==> config.mk <==
export PLATFORM = sky130hd
export DESIGN_NAME = multicycle_ctrl
export DESIGN_NICKNAME = d
export VERILOG_FILES = /design/src/rtl/multicycle_ctrl_pkg.sv /design/src/rtl/mc_outdec.sv /design/src/rtl/multicycle_ctrl.sv
export SDC_FILE = /design/constraint.sdc
export NUM_CORES = 1
export LEC_CHECK = 0
export ABC_AREA = 1
export CORE_MARGIN = 4
export CORE_UTILIZATION = 38
export DETAILED_ROUTE_END_ITERATION = 10
export PLACE_DENSITY_LB_ADDON = 0.12
export SLEW_MARGIN = 20
export SYNTH_ARGS = -nofsm -noshare
export SYNTH_HDL_FRONTEND = slang
export SYNTH_SLANG_ARGS = --single-unit
==> constraint.sdc <==
create_clock -name clk -period 1.5 [get_ports clk]
set_input_delay 0.225 -clock clk [delete_from_list [all_inputs] [get_ports clk]]
set_output_delay 0.225 -clock clk [all_outputs]
set_load 0.02 [all_outputs]
==> src/rtl/multicycle_ctrl_pkg.sv <==
// Shared encodings for the multicycle controller: state codes, opcodes and
// the select/operation field values driven onto the datapath.
package multicycle_ctrl_pkg;

  typedef enum logic [3:0] {
    FETCH   = 4'd0,
    DECODE  = 4'd1,
    MEMADR  = 4'd2,
    MEMRD   = 4'd3,
    MEMWB   = 4'd4,
    MEMWR   = 4'd5,
    RTYPEEX = 4'd6,
    RTYPEWB = 4'd7,
    BEQEX   = 4'd8,
    ADDIEX  = 4'd9,
    ADDIWB  = 4'd10,
    JEX     = 4'd11,
    ILLEGAL = 4'd15
  } stateT;

  localparam logic [5:0] OP_RTYPE = 6'b000000;
  localparam logic [5:0] OP_LW    = 6'b100011;
  localparam logic [5:0] OP_SW    = 6'b101011;
  localparam logic [5:0] OP_BEQ   = 6'b000100;
  localparam logic [5:0] OP_ADDI  = 6'b001000;
  localparam logic [5:0] OP_J     = 6'b000010;

  localparam logic [1:0] ALUOP_ADD   = 2'b00;
  localparam logic [1:0] ALUOP_SUB   = 2'b01;
  localparam logic [1:0] ALUOP_FUNCT = 2'b10;

  localparam logic [1:0] SRCB_REG   = 2'b00;
  localparam logic [1:0] SRCB_FOUR  = 2'b01;
  localparam logic [1:0] SRCB_IMM   = 2'b10;
  localparam logic [1:0] SRCB_IMMSH = 2'b11;

  localparam logic [1:0] PCSRC_ALURES = 2'b00;
  localparam logic [1:0] PCSRC_ALUOUT = 2'b01;
  localparam logic [1:0] PCSRC_JUMP   = 2'b10;

  function automatic logic isMemOp(input logic [5:0] op);
    return (op == OP_LW) || (op == OP_SW);
  endfunction

endpackage

==> src/rtl/mc_outdec.sv <==
// Combinational control-output decoder: Moore outputs per state, with the
// PC/IR enables qualified by memReady (FETCH) or the ALU zero flag (BEQEX).
module mc_outdec
  import multicycle_ctrl_pkg::*;
(
  input  stateT      state,
  input  logic       memReady,
  input  logic       zero,
  output logic       memReq,
  output logic       iOrD,
  output logic       memWrite,
  output logic       irWrite,
  output logic       pcEn,
  output logic       regWrite,
  output logic       regDst,
  output logic       memToReg,
  output logic       aluSrcA,
  output logic [1:0] aluSrcB,
  output logic [1:0] aluOp,
  output logic [1:0] pcSrc,
  output logic       illegalOp
);

  always_comb begin
    memReq    = 1'b0;
    iOrD      = 1'b0;
    memWrite  = 1'b0;
    irWrite   = 1'b0;
    pcEn      = 1'b0;
    regWrite  = 1'b0;
    regDst    = 1'b0;
    memToReg  = 1'b0;
    aluSrcA   = 1'b0;
    aluSrcB   = SRCB_REG;
    aluOp     = ALUOP_ADD;
    pcSrc     = PCSRC_ALURES;
    illegalOp = 1'b0;

    case (state)
      FETCH: begin
        // PC+4 and the IR load only commit on the cycle the fetch returns
        memReq  = 1'b1;
        aluSrcB = SRCB_FOUR;
        irWrite = memReady;
        pcEn    = memReady;
      end
      DECODE: begin
        aluSrcB = SRCB_IMMSH;
      end
      MEMADR: begin
        aluSrcA = 1'b1;
        aluSrcB = SRCB_IMM;
      end
      MEMRD: begin
        memReq = 1'b1;
        iOrD   = 1'b1;
      end
      MEMWB: begin
        regWrite = 1'b1;
        memToReg = 1'b1;
      end
      MEMWR: begin
        memReq   = 1'b1;
        iOrD     = 1'b1;
        memWrite = 1'b1;
      end
      RTYPEEX: begin
        aluSrcA = 1'b1;
        aluOp   = ALUOP_FUNCT;
      end
      RTYPEWB: begin
        regWrite = 1'b1;
        regDst   = 1'b1;
      end
      BEQEX: begin
        aluSrcA = 1'b1;
        aluOp   = ALUOP_SUB;
        pcSrc   = PCSRC_ALUOUT;
        pcEn    = zero;
      end
      ADDIEX: begin
        aluSrcA = 1'b1;
        aluSrcB = SRCB_IMM;
      end
      ADDIWB: begin
        regWrite = 1'b1;
      end
      JEX: begin
        pcSrc = PCSRC_JUMP;
        pcEn  = 1'b1;
      end
      ILLEGAL: begin
        illegalOp = 1'b1;
      end
      default: ;
    endcase
  end

endmodule

==> src/rtl/multicycle_ctrl.sv <==
// Multicycle MIPS-style control FSM: state register and next-state logic,
// with the control outputs produced by the mc_outdec decoder.
module multicycle_ctrl
  import multicycle_ctrl_pkg::*;
(
  input  logic       clk,
  input  logic       reset,
  input  logic [5:0] op,
  input  logic       zero,
  input  logic       memReady,
  output logic       memReq,
  output logic       iOrD,
  output logic       memWrite,
  output logic       irWrite,
  output logic       pcEn,
  output logic       regWrite,
  output logic       regDst,
  output logic       memToReg,
  output logic       aluSrcA,
  output logic [1:0] aluSrcB,
  output logic [1:0] aluOp,
  output logic [1:0] pcSrc,
  output logic       illegalOp,
  output logic [3:0] state
);

  stateT curState;
  stateT nextState;

  always_ff @(posedge clk) begin
    if (reset) curState <= FETCH;
    else       curState <= nextState;
  end

  always_comb begin
    nextState = curState;
    case (curState)
      FETCH:   if (memReady) nextState = DECODE;
      DECODE: begin
        if (isMemOp(op))          nextState = MEMADR;
        else if (op == OP_RTYPE)  nextState = RTYPEEX;
        else if (op == OP_BEQ)    nextState = BEQEX;
        else if (op == OP_ADDI)   nextState = ADDIEX;
        else if (op == OP_J)      nextState = JEX;
        else                      nextState = ILLEGAL;
      end
      MEMADR:  nextState = (op == OP_LW) ? MEMRD : MEMWR;
      MEMRD:   if (memReady) nextState = MEMWB;
      MEMWB:   nextState = FETCH;
      MEMWR:   if (memReady) nextState = FETCH;
      RTYPEEX: nextState = RTYPEWB;
      RTYPEWB: nextState = FETCH;
      BEQEX:   nextState = FETCH;
      ADDIEX:  nextState = ADDIWB;
      ADDIWB:  nextState = FETCH;
      JEX:     nextState = FETCH;
      ILLEGAL: nextState = ILLEGAL;
      // codes 12-14 are not reachable legally; trap if corruption lands there
      default: nextState = ILLEGAL;
    endcase
  end

  assign state = curState;

  mc_outdec uOutdec (
    .state     (curState),
    .memReady  (memReady),
    .zero      (zero),
    .memReq    (memReq),
    .iOrD      (iOrD),
    .memWrite  (memWrite),
    .irWrite   (irWrite),
    .pcEn      (pcEn),
    .regWrite  (regWrite),
    .regDst    (regDst),
    .memToReg  (memToReg),
    .aluSrcA   (aluSrcA),
    .aluSrcB   (aluSrcB),
    .aluOp     (aluOp),
    .pcSrc     (pcSrc),
    .illegalOp (illegalOp)
  );

endmodule

==> impl_results.md <==
- Die height: between 40 and 50 um
- CP cell instances: inv_1 > nor2_2 > inv_2 > nor2_4 > a211o_1 > buf_2
- Synth Cell Area: approximately 560 sq um
- Core box area: 1334 sq um
- Post-synthesis mux area share: 0%
- Layout Skew: roughly 0.0014 ns
- Failing checks: setup timing
- Dpl ws: -0.2801 ns
- Antenna Cells: 0
- Clock latency on the worst-skew pair: about 0.24 ns
- Maxcap violations: 0
- Max VDD drop: between 0.001 and 0.0015 V
- Minimum clock period: between 1.5 and 2 ns
- Synth Area in Adders: 0%
- Post-route DRC violation count: 0
- Hold Slack: ~0.59 ns
- Syn_area_per_cell: approximately 5.3 sq um
- CTS tree: done
- Crit Path Category: flip-flop to output port
- Initial Util: 41.74%
- Largest delay share family, worst path: flip-flops
- Initial antenna violation count: 0
- Total CTS buffers: 3
- Buf/Inv on CP: 3
- NetSw: 0.001226 W
- First-pass GRT wire length: 2973 um
- Clock transition at path regs: 0.03 ns
- CTS Sinks: 4
- RSZ-0062 raised after global routing: yes
- Sequential group share of total power: 10.4%
- CP arrival: about 1.3 ns
- Synth warn: 0
- Fin nets: approximately 170
- Status: finished, violations left
- Sequential Area: around 90 sq um
- Switch share: between 50% and 60%
- Synth cell types: 20
- Fmax: 659.5 MHz
- DR iter-0 viols: 16
- Gpl congestion: roughly 0.8
- Static leakage: about 0.62 nW
- GRT Residual Overflow: 0
- Share of power burned in combinational logic: 84.2%
- CP Capture Type: output port
- Ports: 30
- Slew @ Worst Pin: ~0.23 ns
- Commonest non-fill, non-tap cells in the layout: buf_4, nand2_1, inv_1
- Final hold violations: 0
- Setup crit start kind: flip-flop
- Final worst-path cycle share: 101.1%
- Largest family of logic cells by synthesized area: simple AND/OR/NAND/NOR gates
- CTS root buffer: clkbuf_4
- CP max FO: 4
- Maximum root-to-sink buffer count: 2
- Synth Area in Compound Gates: approximately a tenth
- Drt pass-1 iters: 4
- CP peak stage delay: 0.36 ns
- Clock H-tree levels: 1
- Final ANT Viol Nets: 0
- Slew Limit Fails: 0
- Post-DP HPWL: between 1500 and 2000 um
- Post-Synthesis Cells: 105
- Via density: about 4.7
- Largest net degree at the start of global routing: 7
- Hold buffer count at CTS: 0
- Int Pwr: 0.001213 W
- Port bufs: 29
- Multi-input logic area: around 410 sq um
- Commonest non-fill, non-tap cell in the layout: buf_4
- Critical Path Slowest Stage Cell: dfxtp_4
- Horiz. Die Dim: 46.28 um
- Worst Setup Slack, final: -0.01624 ns
- Headroom to the max-slew limit: a little over four fifths
- WL per Instance: ~11 um
- Flops & latches, synth: 4
- Simple logic cell fraction of the synthesized area: 57.30%
- Max reg flops: 4
- Via count: around 800
- XOR/XNOR share of the synthesized area: 0%
- Critical Path RT: ~1.3 ns
- Pwr/cell area: around 2300 nW/um^2
- Fillers: a little under 100
- Setup violations, final: 1
- Die area: 2142 sq um
- Layout area overhead: 89.66%
- Clock power share: 5.4%
- Sequential fraction of the synthesis area: between 10 and 15%
- WL final: 1838 um
- Hold WC Path Type: input port to flip-flop
- Total global routing track utilization: between 10% and 20%
- Vias in the first global route: around 730
- Mapped Nets: between 100 and 150
- Layout cells sized above 1: between 40% and 50%
- Cell Rows: 13
==> area by class of cell <==
cell class | count | share of cell area [%]
tap | 15 | 1.777
sequential | 4 | 8.531
timing repair buffer | 52 | 39.10
inverter | 26 | 9.242
multi-input combinational | 74 | 39.22
clock buffer | 3 | 2.133
==> kinds of logic (layout without fill, tap and decap cells) <==
logic type             Yosys count  in the layout
buffers and inverters           27             81
and+or+nand+nor                 65             65
DFF                              4              4
AOI/OAI and AO/OA                9              9
==> power groups by stage <==
stage	clock network, W	logic (W)	registers [W]
2_1_floorplan	0	0.000956	0.000314
3_3_place_gp	0	0.00201	0.000221
3_5_place_dp	0	0.00204	0.000223
4_1_cts	0.000134	0.00190	0.000237
5_1_grt	0.000148	0.00223	0.000267
6_report	0.000132	0.00205	0.000254
==> worst register-to-register path, stage by stage, from the launching register on <==
cell     delay, ns
dfxtp_4       0.36
nor2_4        0.15
buf_4         0.13
inv_2         0.03
buf_4         0.12
nor2_2        0.13
nand2_1       0.10
nor2_1        0.11
nor2_1        0.05
nor2_1        0.09
==> worst paths after layout <==
check	start	endpoint	slack (ns)	depth (start not counted)
setup / recovery	state[3]	pcEn	-0.02	6
hold / removal	reset	state[3]	0.59	2
setup reg to reg	state[2]	state[2]	0.16	9
hold reg to reg	state[3]	state[3]	0.71	3
==> stage by stage <==
step	instances	TNS, ns	utilization [%]	area [sq um]	total power (W)
final	174	-0.01624	79.17	1056	0.002439
after global routing	174	-0.1399	79.17	1056	0.002643
after CTS	173	-0.1804	77.30	1031	0.002275
after detailed placement	170	-2.378	77.86	1039	0.002263
after global placement	170	-2.099	77.86	1039	0.002234
after floorplan	105	-0.02108	-	571.8	0.001270
==> synthesized netlist by cell type <==
| cell type | count | area share [%] |
|---|---|---|
| a211o_1 | 1 | 1.6 |
| a21oi_1 | 2 | 1.8 |
| a22oi_1 | 1 | 1.3 |
| a31oi_1 | 1 | 1.1 |
| buf_4 | 1 | 1.3 |
| dfxtp_1 | 4 | 14 |
| inv_1 | 22 | 15 |
| inv_2 | 4 | 2.7 |
| nand2_1 | 20 | 13 |
| nand2_2 | 4 | 4.5 |
| nand2_4 | 1 | 2.0 |
| nand3_1 | 10 | 9.0 |
| nand3_2 | 1 | 1.8 |
| nand3_4 | 1 | 3.1 |
| nand4_1 | 1 | 1.1 |
| nor2_1 | 22 | 15 |
| nor2_2 | 3 | 3.4 |
| nor2_4 | 2 | 4.0 |
| o21ai_0 | 3 | 2.7 |
| o21ai_1 | 1 | 0.90 |
==> layer usage <==
layer | global-route usage, % | share of wire [%] | up-vias
met5 | 0 | 0 | -
met4 | 6.250 | 1.7 | 0
met3 | 4.688 | 6.7 | 4
met2 | 36.26 | 53 | 30
met1 | 20.92 | 38 | 356
li1 | - | - | 429
==> what timing repair did <==
| item | in CTS | in global routing |
|---|---|---|
| buffers inserted | 0 | 1 |
| setup endpoints to repair | 19 | 14 |
| endpoints found under the hold margin | 0 | 0 |
| resized for setup | 60 | 28 |
| pin swaps | 0 | 3 |
Power figures use the tool's default switching activity.
